File: config.mk
export PLATFORM = sky130hd
export DESIGN_NAME = uart_rx_stream_flat
export DESIGN_NICKNAME = d
export VERILOG_FILES = /design/src/rtl/uart_rx_stream_if.sv /design/src/rtl/uart_rx_stream.sv /design/src/flat_wrapper.sv
export SDC_FILE = /design/constraint.sdc
export NUM_CORES = 1
export LEC_CHECK = 0
export CAP_MARGIN = 10
export CORE_MARGIN = 5
export CORE_UTILIZATION = 32
export DETAILED_ROUTE_END_ITERATION = 10
export GPL_TIMING_DRIVEN = 0
export PLACE_DENSITY = 0.56
export SLEW_MARGIN = 40
export SYNTH_ARGS = -nofsm -noshare
export SYNTH_HDL_FRONTEND = slang
export SYNTH_SLANG_ARGS = --single-unit
export TNS_END_PERCENT = 30
File: constraint.sdc
create_clock -name clock -period 1.5 [get_ports clock]
set_input_delay 0.15 -clock clock [delete_from_list [all_inputs] [get_ports clock]]
set_output_delay 0.15 -clock clock [all_outputs]
set_load 0.02 [all_outputs]
File: src/rtl/uart_rx_stream_if.sv
// Byte stream carried out of uart_rx_stream: tdata/tvalid from the receiver, tready from the consumer.
interface uart_rx_stream_if;
   logic [7:0] tdata;
   logic       tvalid;
   logic       tready;

   modport master (
      output tdata,
      output tvalid,
      input  tready
   );

   modport slave (
      input  tdata,
      input  tvalid,
      output tready
   );
endinterface

File: src/rtl/uart_rx_stream.sv
// RS-232 receiver (8N1, or 8E1 with UART_RX_STREAM_PARITY_EN defined) feeding a one-byte stream holding register.
// Flags framing errors, overruns and (option only) parity errors as single-cycle pulses.
module uart_rx_stream #(
   parameter int frequency = 50_000_000,
   parameter int bps       = 115_200
) (
   input  logic             clock,
   input  logic             reset_n,
   input  logic             serial_in,
   uart_rx_stream_if.master m_axis,
   output logic             framing_error,
   output logic             overrun,
   output logic             parity_error
);

   localparam int PERIOD = (frequency + bps / 2) / bps;
   localparam int HALF   = PERIOD / 2;
   // Enough magnitude bits for PERIOD-2 plus a sign bit that marks expiry.
   localparam int TW     = $clog2(PERIOD + 1) + 1;

   localparam logic [TW-1:0] LOAD_PERIOD = TW'(PERIOD - 2);
   localparam logic [TW-1:0] LOAD_HALF   = TW'(HALF - 2);
   localparam logic [TW-1:0] TIMER_ONE   = TW'(1);

   if (PERIOD < 4) begin : g_bad_period
      $error("uart_rx_stream: frequency/bps must give at least 4 clocks per bit");
   end

   typedef enum logic [2:0] {
      S_IDLE,
      S_START,
      S_DATA,
      S_PARITY,
      S_STOP,
      S_WAIT_IDLE
   } state_t;

   logic [1:0]    r_rst_sync;
   logic          w_rst_n;
   logic [1:0]    r_sync;
   logic          w_rx;
   logic          w_expired;

   state_t        r_state;
   logic [TW-1:0] r_timer;
   logic          r_rx_prev;
   logic [7:0]    r_shift;
   logic [2:0]    r_bit_idx;
   logic [7:0]    r_tdata;
   logic          r_tvalid;
   logic          r_framing;
   logic          r_overrun;
`ifdef UART_RX_STREAM_PARITY_EN
   logic          r_par_bad;
   logic          r_parity;
`endif

   // Reset asserts at once but releases on a clock edge, so no flop sees a runt release.
   always_ff @(posedge clock or negedge reset_n) begin
      if (!reset_n) begin
         r_rst_sync <= 2'b00;
      end else begin
         r_rst_sync <= {r_rst_sync[0], 1'b1};
      end
   end
   assign w_rst_n = r_rst_sync[1];

   always_ff @(posedge clock or negedge w_rst_n) begin
      if (!w_rst_n) begin
         r_sync <= 2'b11;
      end else begin
         r_sync <= {r_sync[0], serial_in};
      end
   end
   assign w_rx      = r_sync[1];
   assign w_expired = r_timer[TW-1];

   always_ff @(posedge clock or negedge w_rst_n) begin
      if (!w_rst_n) begin
         r_state   <= S_IDLE;
         r_timer   <= '0;
         r_rx_prev <= 1'b1;
         r_shift   <= '0;
         r_bit_idx <= '0;
         r_tdata   <= '0;
         r_tvalid  <= 1'b0;
         r_framing <= 1'b0;
         r_overrun <= 1'b0;
`ifdef UART_RX_STREAM_PARITY_EN
         r_par_bad <= 1'b0;
         r_parity  <= 1'b0;
`endif
      end else begin
         r_rx_prev <= w_rx;
         r_framing <= 1'b0;
         r_overrun <= 1'b0;
`ifdef UART_RX_STREAM_PARITY_EN
         r_parity  <= 1'b0;
`endif
         // The timer parks once expired; every state that uses it reloads it first.
         if (!w_expired) begin
            r_timer <= r_timer - TIMER_ONE;
         end
         if (r_tvalid && m_axis.tready) begin
            r_tvalid <= 1'b0;
         end

         case (r_state)
            S_IDLE: begin
               if (r_rx_prev && !w_rx) begin
                  r_timer <= LOAD_HALF;
                  r_state <= S_START;
               end
            end

            S_START: begin
               if (w_expired) begin
                  if (w_rx) begin
                     r_state <= S_IDLE;
                  end else begin
                     r_timer   <= LOAD_PERIOD;
                     r_bit_idx <= 3'd0;
                     r_state   <= S_DATA;
                  end
               end
            end

            S_DATA: begin
               if (w_expired) begin
                  r_shift   <= {w_rx, r_shift[7:1]};
                  r_timer   <= LOAD_PERIOD;
                  r_bit_idx <= r_bit_idx + 3'd1;
                  if (r_bit_idx == 3'd7) begin
`ifdef UART_RX_STREAM_PARITY_EN
                     r_state <= S_PARITY;
`else
                     r_state <= S_STOP;
`endif
                  end
               end
            end

`ifdef UART_RX_STREAM_PARITY_EN
            S_PARITY: begin
               if (w_expired) begin
                  r_par_bad <= w_rx ^ (^r_shift);
                  r_timer   <= LOAD_PERIOD;
                  r_state   <= S_STOP;
               end
            end
`endif

            S_STOP: begin
               if (w_expired) begin
                  if (!w_rx) begin
                     r_framing <= 1'b1;
                     r_state   <= S_WAIT_IDLE;
`ifdef UART_RX_STREAM_PARITY_EN
                  end else if (r_par_bad) begin
                     r_parity <= 1'b1;
                     r_state  <= S_IDLE;
`endif
                  end else begin
                     r_state <= S_IDLE;
                     // A byte consumed on this same edge frees the register for the new one.
                     if (!r_tvalid || m_axis.tready) begin
                        r_tdata  <= r_shift;
                        r_tvalid <= 1'b1;
                     end else begin
                        r_overrun <= 1'b1;
                     end
                  end
               end
            end

            S_WAIT_IDLE: begin
               if (w_rx) begin
                  r_state <= S_IDLE;
               end
            end

            default: begin
               r_state <= S_IDLE;
            end
         endcase
      end
   end

   assign m_axis.tdata  = r_tdata;
   assign m_axis.tvalid = r_tvalid;
   assign framing_error = r_framing;
   assign overrun       = r_overrun;
`ifdef UART_RX_STREAM_PARITY_EN
   assign parity_error  = r_parity;
`else
   assign parity_error  = 1'b0;
`endif

   a_errors_exclusive: assert property (@(posedge clock) disable iff (!w_rst_n)
      $onehot0({framing_error, overrun, parity_error}));

   a_hold_stable: assert property (@(posedge clock) disable iff (!w_rst_n)
      (r_tvalid && !m_axis.tready) |=> (r_tvalid && $stable(r_tdata)));

endmodule

File: src/flat_wrapper.sv
// flat-port wrapper written by rule: the top's interface ports become plain ports
module uart_rx_stream_flat 
#(
   parameter int frequency = 50_000_000,
   parameter int bps       = 115_200
)
  (clock, reset_n, serial_in, framing_error, overrun, parity_error, m_axis_tdata, m_axis_tvalid, m_axis_tready);
  uart_rx_stream_if m_axis_i ();
  input  logic clock;
  input  logic reset_n;
  input  logic serial_in;
  output logic framing_error;
  output logic overrun;
  output logic parity_error;
  output wire logic [$bits(m_axis_i.tdata)-1:0] m_axis_tdata;
  output wire logic [$bits(m_axis_i.tvalid)-1:0] m_axis_tvalid;
  input wire logic [$bits(m_axis_i.tready)-1:0] m_axis_tready;
  assign m_axis_tdata = m_axis_i.tdata;
  assign m_axis_tvalid = m_axis_i.tvalid;
  assign m_axis_i.tready = m_axis_tready;
  uart_rx_stream #(.frequency(frequency), .bps(bps)) u_core (.clock(clock), .reset_n(reset_n), .serial_in(serial_in), .m_axis(m_axis_i), .framing_error(framing_error), .overrun(overrun), .parity_error(parity_error));
endmodule
==> results of run 1 <==
-- kinds of logic (layout without fill, tap and decap cells) --
logic type / after synthesis / in the layout / share of synthesized area [%]
DFF: 40 / 40 / 54.74
adders and majority gates: 4 / 4 / 2.727
other: 2 / 2 / 0.4092
AOI/OAI and AO/OA: 23 / 23 / 8.385
and+or+nand+nor: 48 / 48 / 16.36
muxes: 18 / 18 / 10.97
xor gates and xnor gates: 6 / 6 / 2.864
buffers and inverters: 14 / 50 / 3.544
-- per-stage QoR --
step / std cells / util, % / hold slack [ns] / total power, mW / setup TNS (ns)
final: 263 / 43.56 / 0.02235 / 3.062 / -0.09938
after global routing: 263 / 43.56 / 0.007052 / 3.244 / -0.4914
after CTS: 260 / 42.55 / 0.01396 / 2.995 / -0.09683
after detailed placement: 242 / 37.96 / 0.1866 / 1.895 / -3.402
after global placement: 241 / 37.44 / 0.3188 / 1.854 / -5.892
after floorplan: 155 / - / -0.1456 / 1.768 / -0.001583
-- cell usage in the layout, fill, tap and decap left out, types with 2 or more instances in the layout --
| cell type | n |
|---|---|
| a21oi_1 | 7 |
| a22o_1 | 2 |
| buf_2 | 2 |
| buf_4 | 17 |
| clkbuf_1 | 2 |
| clkbuf_8 | 6 |
| clkdlybuf4s50_1 | 14 |
| conb_1 | 2 |
| dfrtp_1 | 33 |
| dfrtp_2 | 4 |
| dfstp_2 | 3 |
| ha_1 | 3 |
| inv_1 | 2 |
| inv_2 | 2 |
| mux2_2 | 17 |
| nand2_1 | 8 |
| nand2b_4 | 2 |
| nand3_1 | 5 |
| nor2_1 | 10 |
| nor2b_2 | 2 |
| nor4_4 | 2 |
| o211ai_1 | 2 |
| o21ai_0 | 4 |
| or3b_4 | 2 |
| xnor2_1 | 3 |
| xor2_1 | 3 |
-- worst paths after layout --
check | startpoint | to | slack (ns)
max | u_core.r_timer[4]$_DFF_PN0_ | u_core.r_timer[9]$_DFF_PN0_ | -0.05
min | reset_n | u_core.r_rst_sync[0]$_DFF_PN0_ | 0.02
max reg2reg | u_core.r_timer[4]$_DFF_PN0_ | u_core.r_timer[9]$_DFF_PN0_ | -0.05
min reg2reg | u_core.r_rst_sync[1]$_DFF_PN0_ | u_core.r_shift[1]$_DFFE_PN0P_ | 0.18
max in group asynchronous | u_core.r_rst_sync[1]$_DFF_PN0_ | u_core.r_sync[1]$_DFF_PN1_ | 0.81
min in group clock | serial_in | u_core.r_sync[0]$_DFF_PN1_ | 0.27
-- power by group --
part | total [mW] | internal (mW) | switching, mW
Clock | 0.924 | 0.544 | 0.380
Combinational | 0.785 | 0.456 | 0.328
Sequential | 1.35 | 1.21 | 0.139
Total | 3.06 | 2.22 | 0.847
-- flip-flops by register name, indices dropped and copies added (netlist names), 2 cells and up --
register / count
u_core.r_state: 3
u_core.r_shift: 8
u_core.r_bit_idx: 3
u_core.m_axis.tdata: 8
u_core.r_timer: 10
u_core.r_rst_sync: 2
u_core.r_sync: 2
-- metal layers --
metal  wire length (µm)  vias up  track usage, %
li1                   -      604               -
met2               1848       30           17.73
met5                  0        -               0
met3                151        2           3.170
met4                  8        0           2.590
met1               1666      652           13.98
-- worst max-delay path, delay by kind of cell, from the launching register on --
kind / cells / cell delay [ns]
AO/OA/AOI/OAI: 1 / 0.28
flip-flops: 1 / 0.44
AND/OR/NAND/NOR: 3 / 0.75
-- area by class of cell --
type                       instances  area (µm²)
buffer                             9       58.81
clock buffer                       6       82.58
clock inverter                     2       38.79
fill                             549        3127
inverter                           4       15.01
multi-input combinational        101       845.8
sequential                        40        1010
tap                               72       90.09
timing repair buffer              29       272.8
-- timing repair --
item                       CTS  global route
setup endpoints to repair   26            28
setup buffers               10             4
pin swaps                    3             4
gates resized for setup     19            10
==> run summary, run 1 <==
For this block, the via count after detailed routing is 1288. Entering global routing, the biggest net connects 25 pins. For the worst setup path, the data required time is 1.72 ns.

Synthesized area divided by synthesized cell count: 11.84 µm². For the area enclosed by the die boundary, the log shows 0.007350 mm². During synthesis, Yosys emitted a total of 0 warnings. The largest single stage delay on the critical path is 0.50 ns. The classification of the worst setup path is register to register. The via count of the first global-routing pass is 1346, and the routed via count divided by cell count is 4.897.

Summing all placed instances gives a cell area of 0.002103 mm². The antenna cell count was 0; the layout cell share with drive strength beyond 1 was 39.79%. Setup repair after global routing could not meet its margin everywhere. The number of failing hold endpoints at the final stage is 0. The power density over the cells is 1269 mW/mm², and the final period demand of the worst path is 1.549 ns. Walking the worst path, the cells encountered are or4_4 > nand2b_4 > o32a_1 > nor2_1. By area the synthesized netlist is led by dfrtp_1, mux2_2, dfstp_2.

The largest total area in the synthesized netlist belongs to dfrtp_1. The region available for standard cell placement spans 0.005540 mm². TritonCTS built the clock tree.

No sink is reached through more buffers than the 2 on the longest clock path. The logs give 0 for the hold-fix buffer count after cts and 0 for the initial antenna violation count. The floorplan has 27 rows. 16 I/O pins were placed.

Routability-driven placement finished with a final weighted congestion of 0.8270. Static timing analysis puts the maximum clock frequency at 0.6456 GHz. Synthesis produced a netlist with a net count of 163. The detailed-route wire length per cell came out at 13.97 µm. The clock reaches the later pin of the worst-skew pair after 0.29 ns. After the last flow step, the layout net total stands at 198. The detailed router finished its first iteration with 180 violations. In the synthesized netlist, the number of instances is 155.

The flow ran to the end, but the final reports show violations. The number of detailed-routing iterations run before antenna repair was 5; the worst setup slack after layout was -0.04903 ns. The tools report the final standard cell area without fillers as 0.002414 mm².

The class of the worst hold path is primary input to asynchronous set/reset pin. The tool flagged a number of max-cap violations equal to 0. Width of the die: 85.74 µm. The clock tree synthesis step divided the H-tree into 2 levels. In this run the tightest slew margin relative to its limit is 66.46%.

In the routed design, unresolved DRC markers number 0. Across every metal layer, demand over resource in global routing totals 10.78%. In this run the remaining antenna-violating nets after routing total 0. Yosys mapped a number of flops with a built-in enable equal to 0.

The number of CTS-inserted buffers is 5. Clock-pin slew was measured on the worst setup and hold paths at 0.08 ns. The run gives 0 as the aggregate global routing overflow. The tree is rooted in a clkbuf_8. The count of input and output buffers came out at 14.

In this run, synthesis produced a sequential element count of 40. In the synthesized netlist, the cells that appear most often are dfrtp_1, mux2_2, nor2_1. Most used flip-flop cell after synthesis: dfrtp_1. The leakage power figure came out at 1.091 nW. Counting flops with an async set or reset pin after synthesis yields a share of 100.0%. The mapped cell area came out at 0.001836 mm². The clock skew after layout is 0.007779 ns, and the unique cell type count in the Yosys netlist is 44.

Along the worst path, the maximum fanout reaches 4. For this run, the register share of the synthesized area comes to 54.74%. The most common cell in the synthesized netlist is dfrtp_1. The launching element type of the critical path is a register. Before CTS, the worst setup slack after placement is -0.2737 ns.

At the pin with the least slew margin, the transition time is 0.5031 ns. The logs give 0.0006359 V for the maximum VDD drop and 4 for the final setup violation count. The fraction of post-synthesis cell area in the top cell type by area came out at 50.44%. STA classifies the critical path endpoint as a register.

The final reports fail on setup timing. The area growth from synthesis to layout is 31.49%. The tools report the number of sinks handled by clock tree synthesis as 40. Overall die height: 85.74 µm.

The max-slew violation count is 0, and the placed wire-length estimate after detailed placement is 2.498 mm. The worst path uses 103.3% of the clock period. The first global-routing pass estimated 6.403 mm of wire. Measured in cells, the most critical reg-to-reg path has a length of 4. For this configuration, the core starts out at a cell density of 33.13%.

The routed design has 3.675 mm of wire. The tools report the critical path data arrival time as 1.77 ns. On the critical path, the stage with the largest delay is an instance of or4_4.
(Power assumes the default switching activity.)
==> inputs of run 2 (changes only) <==
--- a/config.mk
+++ b/config.mk
@@ -8,9 +8,9 @@
 export CAP_MARGIN = 10
 export CORE_MARGIN = 5
 export CORE_UTILIZATION = 32
+export CTS_CLUSTER_SIZE = 8
 export DETAILED_ROUTE_END_ITERATION = 10
 export GPL_TIMING_DRIVEN = 0
-export PLACE_DENSITY = 0.56
 export SLEW_MARGIN = 40
 export SYNTH_ARGS = -nofsm -noshare
 export SYNTH_HDL_FRONTEND = slang
==> run summary, run 2 (same netlist as run 1, synthesis figures left out) <==
TritonCTS built the clock tree. The run finished, with violations left. For the proportion of power drawn by combinational gates, the log shows 20.4% (was 25.6%). The number of flip-flops in the largest register is 10 (unchanged), and the placed wire-length estimate after detailed placement is 2.277 mm (was 2.498 mm).

Violations in the final reports: setup timing (unchanged). Most used cells in the layout excluding fill and tap cells: dfrtp_1, mux2_2, clkdlybuf4s50_1 (was dfrtp_1, buf_4, mux2_2). Post-layout utilization of the core: 41.92% (was 43.56%). Register with the most flip-flops: u_core.r_timer (unchanged). The tools report the achievable clock frequency as 0.6417 GHz (was 0.6456 GHz). The launching element of the worst setup path was u_core.r_timer[4]$_DFF_PN0_ (unchanged). The launching element type of the critical path was a register (unchanged).

The maximum number of buffers from clock root to sink was 2 (unchanged). The run gives 0.8116 (was 0.8270) as the routability-driven placement congestion ratio. The maximum VDD drop was 0.0006106 V (was 0.0006359 V). The DRC violation count after routing is 0 (unchanged), and the hold-fix buffer count after cts is 0 (unchanged).

The DRC violation total after the first TritonRoute iteration was 64 (was 180); the layout cell share with drive strength beyond 1 was 34.78% (was 39.79%). The run gives 10.24% (was 10.78%) as the overall routing resource usage. The count of maximum capacitance violations is 0 (unchanged). The capturing element type of the critical path was a register (unchanged). The most common cell after layout, fill and taps aside was dfrtp_1 (unchanged).

The classification of the worst setup path is register to register (unchanged). The global-route wire length before repair came out at 6.037 mm (was 6.403 mm). The clock tree root driver cell is clkbuf_8 (unchanged). The total power consumption of the routed design is 2.810 mW (was 3.062 mW). Top fanout value on the critical path: 4 (unchanged). Number of sinks handled by clock tree synthesis: 40 (unchanged).

The count of input and output buffers was 14 (unchanged); the initial antenna violation count was 0 (unchanged). The portion of the clock cycle consumed by the worst path in the final layout came out at 103.9% (was 103.3%). The overall die height was 85.74 µm (unchanged); the clock skew after layout was 0.004945 ns (was 0.007779 ns). The initial cell density of the core was 33.13% (unchanged); the clock power share was 30.9% (was 30.2%).

For the switching power of the nets, the log shows 794.8 µW (was 846.9 µW). The logs give 0 (unchanged) for the post-route antenna net violation count and 27 (unchanged) for the row count. The run gives 241 (was 242) as the cell count after placement. The tools report the via count as 1236 (was 1288). The share of total power consumed by net switching is 28.28% (was 27.66%), and the final setup violation count is 4 (unchanged).

Width of the die: 85.74 µm (unchanged). The number of placed I/O pins is 16 (unchanged), and the antenna cell count is 0 (unchanged). Startpoint of the worst-slack reg-to-reg timing path: u_core.r_timer[4]$_DFF_PN0_ (unchanged).

The area enclosed by the die boundary is 0.007350 mm² (unchanged). The number of CTS-inserted buffers is 5 (unchanged). The class of the worst hold path is primary input to asynchronous set/reset pin (unchanged). The final period demand of the worst path is 1.558 ns (was 1.549 ns), and the detailed-route wire length per cell is 13.38 µm (was 13.97 µm). The tools report the internal portion of total power as 2.015 mW (was 2.215 mW). The power density over the cells was 1210 mW/mm² (was 1269 mW/mm²). The worst-skew pair later-pin latency was 0.29 ns (about the same); the count of fill cells added during filler insertion was 561 (was 549). The register clock-pin slew on the reported worst setup and hold paths is 0.08 ns (about the same). The logs give 1.72 ns (about the same) for the worst endpoint required time and 4 (was 5) for the number of detailed-routing iterations run before antenna repair. Setup repair after global routing could not meet its margin everywhere. The tools report the max-slew violation count as 0 (unchanged). The run gives 39 (was 25) as the pin count of the biggest net entering global routing. The tools report the net count reported at finish as 191 (was 198).

The placeable core region was 0.005540 mm² (unchanged); the aggregate global routing overflow was 0 (unchanged). The logs give -0.05832 ns (was -0.04903 ns) for the worst setup slack after layout and 0 (unchanged) for the number of failing hold endpoints at the final stage. The aggregate routed wire length was 3.425 mm (was 3.675 mm). The tools report the number of levels the H-tree was split into as 2 (unchanged).

The logs give 1.78 ns (was 1.77 ns) for the critical path data arrival time and 1.060 nW (was 1.091 nW) for the leakage power figure. The growth of design area from synthesis to finish works out to 26.52% (was 31.49%). Sequential group share of total power: 48.8% (was 44.2%). The via count of the first global-routing pass came out at 1270 (was 1346).

The routed via count divided by cell count is 4.828 (was 4.897), and the filler-free cell count of the finished design is 256 (was 263).
==> run 2: changes by cell type in the layout (fill, tap and decap cells not counted), moves of 2 or more <==
| cell | change |
|---|---|
| buf_4 | -6 |
| nor2b_1 | +2 |
| nor2b_2 | -2 |
| nor2_2 | +2 |
==> run 2: area by class of cell <==
| type | count | area, µm² | share of cell area (%) |
|---|---|---|---|
| timing repair buffer | 21 | 192.7 | 8.297 |
| sequential | 40 | 1012 | 43.59 |
| inverter | 4 | 15.01 | 0.6466 |
| tap | 72 | 90.09 | 3.879 |
| clock inverter | 3 | 42.54 | 1.832 |
| clock buffer | 5 | 68.82 | 2.963 |
| buffer | 10 | 70.07 | 3.017 |
| multi-input combinational | 101 | 830.8 | 35.78 |
==> run 2: metal layers <==
metal / vias up / wire length [µm] / GRT usage (%)
met1: 609 / 1669 / 14.16
met4: 0 / 31 / 3.022
met3: 5 / 142 / 3.650
met2: 25 / 1581 / 15.04
met5: - / 0 / 0
li1: 597 / - / -
==> run 2: final timing paths <==
check	to	slack (ns)	depth (start not counted)
min	u_core.r_rst_sync[1]$_DFF_PN0_	0.02	1
min reg2reg	u_core.m_axis.tdata[5]$_DFFE_PN0P_	0.30	0
max in group asynchronous	u_core.r_timer[4]$_DFF_PN0_	0.84	0
min in group clock	u_core.r_sync[0]$_DFF_PN1_	0.26	1
max reg2reg	u_core.r_timer[9]$_DFF_PN0_	-0.06	4
max	u_core.r_timer[9]$_DFF_PN0_	-0.06	4
==> run 2: what timing repair did <==
action / 4_1_cts / 5_1_grt
setup buffers: 5 / 2
pin swaps: 1 / 5
resized for setup: 14 / 14
endpoints found under the setup margin: 26 / 30
==> run 2: stage by stage <==
stage                     hold slack [ns]  setup WS, ns   TNS (ns)  instance area (µm²)
after floorplan                   -0.1456    -0.0009159  -0.001583                 1844
after global placement             0.3237       -0.2407     -8.392                 2074
after detailed placement           0.3170       -0.2516     -3.095                 2078
after CTS                         0.01739      -0.07056    -0.2076                 2268
after global routing              0.01703       -0.1129    -0.6221                 2322
final                             0.02491      -0.05832    -0.1270                 2322
==> run 2: power by group through the flow <==
| stage | sequential [mW] | clock (mW) | combinational [mW] |
|---|---|---|---|
| 2_1_floorplan | 1.38 | 0 | 0.387 |
| 3_3_place_gp | 1.41 | 0 | 0.449 |
| 3_5_place_dp | 1.42 | 0 | 0.458 |
| 4_1_cts | 1.38 | 0.901 | 0.538 |
| 5_1_grt | 1.40 | 0.956 | 0.649 |
| 6_report | 1.37 | 0.868 | 0.572 |
==> run 2: critical path, cell delays in order (launching register included) <==
cell,delay [ns]
dfrtp_2,0.45
or4_4,0.52
nand2b_4,0.17
o32a_1,0.29
nor2_1,0.08
==> inputs of run 3 (changes only) <==
--- a/config.mk
+++ b/config.mk
@@ -15,4 +15,3 @@
 export SYNTH_ARGS = -nofsm -noshare
 export SYNTH_HDL_FRONTEND = slang
 export SYNTH_SLANG_ARGS = --single-unit
-export TNS_END_PERCENT = 30
==> run summary, run 3 (same netlist as run 1, synthesis figures left out) <==
The flow ran to the end, but the final reports show violations. Violations in the final reports: setup timing (unchanged). The count of maximum capacitance violations came out at 0 (unchanged). The sequential group share of total power was 46.7% (was 48.8%). The net count reported at finish came out at 193 (was 191). The maximum VDD drop is 0.0006222 V (was 0.0006106 V).

The class of the worst hold path is primary input to asynchronous set/reset pin (unchanged). The layout cell share with drive strength beyond 1 came out at 37.10% (was 34.78%). Startpoint of the worst-slack reg-to-reg timing path: u_core.r_timer[6]$_DFF_PN0_ (was u_core.r_timer[4]$_DFF_PN0_). The top fanout value on the critical path works out to 2 (was 4).

Launching element type of the critical path: a register (unchanged). The portion of the clock cycle consumed by the worst path in the final layout works out to 103.4% (was 103.9%). The hold-fix buffer count after cts is 0 (unchanged), and the clock power share is 30.0% (was 30.9%).

The capturing element type of the critical path is a register (unchanged). Setup repair after global routing could not meet its margin everywhere. The run gives 1.77 ns (was 1.78 ns) as the critical path data arrival time.

Most used cells in the layout excluding fill and tap cells: dfrtp_1, mux2_2, clkdlybuf4s50_1 (unchanged). Initial cell density of the core: 33.13% (unchanged). The register with the most flip-flops is u_core.r_timer (unchanged). For the switching power of the nets, the log shows 820.7 µW (was 794.8 µW). For the number of sinks handled by clock tree synthesis, the log shows 40 (unchanged). The logs give 1289 (was 1270) for the via count of the first global-routing pass and 39 (unchanged) for the pin count of the biggest net entering global routing. The number of failing hold endpoints at the final stage is 0 (unchanged), and the worst endpoint required time is 1.72 ns (about the same). Cells along the critical path: or4_4 > nand2b_4 > o32a_1 > nor2_1 (unchanged). The maximum number of buffers from clock root to sink was 2 (unchanged); the post-route antenna net violation count was 0 (unchanged). Clock tree root driver cell: clkbuf_8 (unchanged).

The run gives 0 (unchanged) as the DRC violation count after routing. The detailed-route wire length per cell works out to 13.35 µm (was 13.38 µm). The final period demand of the worst path was 1.551 ns (was 1.558 ns). The width of the die is 85.74 µm (unchanged), and the row count is 27 (unchanged). The number of placed I/O pins came out at 16 (unchanged).

The routability-driven placement congestion ratio came out at 0.8116 (unchanged). The clock skew after layout came out at 0.006115 ns (was 0.004945 ns). The logs give 0 (unchanged) for the initial antenna violation count and 2.079 mW (was 2.015 mW) for the internal portion of total power.

The run gives 0 (unchanged) as the max-slew violation count. Register clock-pin slew on the reported worst setup and hold paths: 0.08 ns (about the same). The leakage power figure was 1.080 nW (was 1.060 nW); the number of CTS-inserted buffers was 5 (unchanged). The tools report the aggregate global routing overflow as 0 (unchanged). Final setup violation count: 3 (was 4).

The run gives 3.445 mm (was 3.425 mm) as the aggregate routed wire length. For the antenna cell count, the log shows 0 (unchanged). Number of flip-flops in the largest register: 10 (unchanged). The run gives -0.2516 ns (unchanged) as the pre-CTS setup slack. The count of input and output buffers is 14 (unchanged), and the DRC violation total after the first TritonRoute iteration is 50 (was 64). Buffer and inverter count on the worst path: 0 (unchanged).

The number of detailed-routing iterations run before antenna repair is 4 (unchanged), and the share of total power consumed by net switching is 28.30% (was 28.28%). The routed via count divided by cell count is 4.814 (was 4.828), and the worst setup slack after layout is -0.05118 ns (was -0.05832 ns). The power density over the cells came out at 1234 mW/mm² (was 1210 mW/mm²). The logs give 2 (unchanged) for the number of levels the H-tree was split into and 0.28 ns (was 0.29 ns) for the worst-skew pair later-pin latency.

Most common cell after layout, fill and taps aside: dfrtp_1 (unchanged). The achievable clock frequency was 0.6447 GHz (was 0.6417 GHz); the delay of the slowest cell on the worst path was 0.57 ns (was 0.52 ns). The terminus of the critical flop-to-flop path was u_core.r_timer[9]$_DFF_PN0_ (unchanged). The top cell family by delay on the critical path is simple AND/OR/NAND/NOR gates (unchanged).

The slowest cell on the critical path was or4_4 (unchanged). The logs give 42.43% (was 41.92%) for the post-layout utilization of the core and 23.2% (was 20.4%) for the proportion of power drawn by combinational gates. For the placed wire-length estimate after detailed placement, the log shows 2.277 mm (unchanged). The length in cells of the worst reg-to-reg path was 4 (unchanged); the worst-case register-to-register setup slack was -0.05 ns (was -0.06 ns).

The overall die height works out to 85.74 µm (unchanged). The growth of design area from synthesis to finish is 28.08% (was 26.52%). The logs give 10.36% (was 10.24%) for the overall routing resource usage and 0.005540 mm² (unchanged) for the placeable core region. The run gives 6.120 mm (was 6.037 mm) as the global-route wire length before repair. The run gives 1242 (was 1236) as the via count. The tools report the area enclosed by the die boundary as 0.007350 mm² (unchanged). The classification of the worst setup path is register to register (unchanged). TritonCTS built the clock tree.
-- run 3: through the flow --
step	instance area (µm²)	power [mW]	setup TNS (ns)	cells	hold WS, ns
floorplan	1844	1.768	-0.001583	155	-0.1456
global placement	2074	1.864	-8.392	241	0.3237
detailed placement	2078	1.877	-3.095	241	0.3170
CTS	2310	2.907	-0.1730	257	0.01739
global route	2351	3.093	-0.4844	258	0.01703
finish	2351	2.900	-0.08087	258	0.02692
-- run 3: final cells by class --
type	instances	area, µm²
fillers	554	3189
flip-flops and latches	40	1012
multi-input cells	101	847.1
repair buffers	24	215.2
well taps	72	90.09
clock buffers	5	68.82
plain buffers	9	60.06
clock inverters	3	42.54
inverters	4	15.01
-- run 3: worst max-delay path by stage --
stage,from,endpoint,slack (ns),cells past startpoint
after global placement,u_core.r_sync[1]$_DFF_PN1_,u_core.r_timer[5]$_DFF_PN0_,-0.24,4
after CTS,u_core.r_timer[0]$_DFF_PN0_,u_core.r_timer[8]$_DFF_PN0_,-0.06,6
after detailed placement,u_core.r_sync[1]$_DFF_PN1_,u_core.r_timer[5]$_DFF_PN0_,-0.25,4
after global routing,u_core.r_timer[6]$_DFF_PN0_,u_core.r_timer[9]$_DFF_PN0_,-0.1,4
final,u_core.r_timer[6]$_DFF_PN0_,u_core.r_timer[9]$_DFF_PN0_,-0.05,4
after floorplan,u_core.r_timer[5]$_DFF_PN0_,u_core.r_timer[9]$_DFF_PN0_,-0.0009,4
-- run 3: timing repair --
action | CTS | global route
setup buffers | 8 | 2
setup endpoints to repair | 26 | 29
resized for setup | 18 | 13
hold endpoints to repair | 0 | 0
pin swaps | 4 | 7
-- run 3: metal layers --
| layer | global-route usage (%) | vias to the layer above | part of all wire [%] |
|---|---|---|---|
| met1 | 14.16 | 613 | 47 |
| met4 | 3.022 | 0 | 0.64 |
| met5 | 0 | - | 0 |
| met2 | 15.47 | 26 | 48 |
| li1 | - | 601 | - |
| met3 | 3.650 | 2 | 5.2 |
-- run 3: power groups by stage --
stage / Combinational (mW) / Sequential, mW / Clock (mW)
finish: 0.674 / 1.36 / 0.870
CTS: 0.651 / 1.35 / 0.901
floorplan: 0.387 / 1.38 / 0
global route: 0.754 / 1.38 / 0.955
detailed placement: 0.458 / 1.42 / 0
global placement: 0.449 / 1.41 / 0
-- run 3: worst register-to-register path, stage by stage (launching register included) --
cell and delay (ns):
dfrtp_1 0.39, or4_4 0.57, nand2b_4 0.17, o32a_1 0.29
nor2_1 0.08
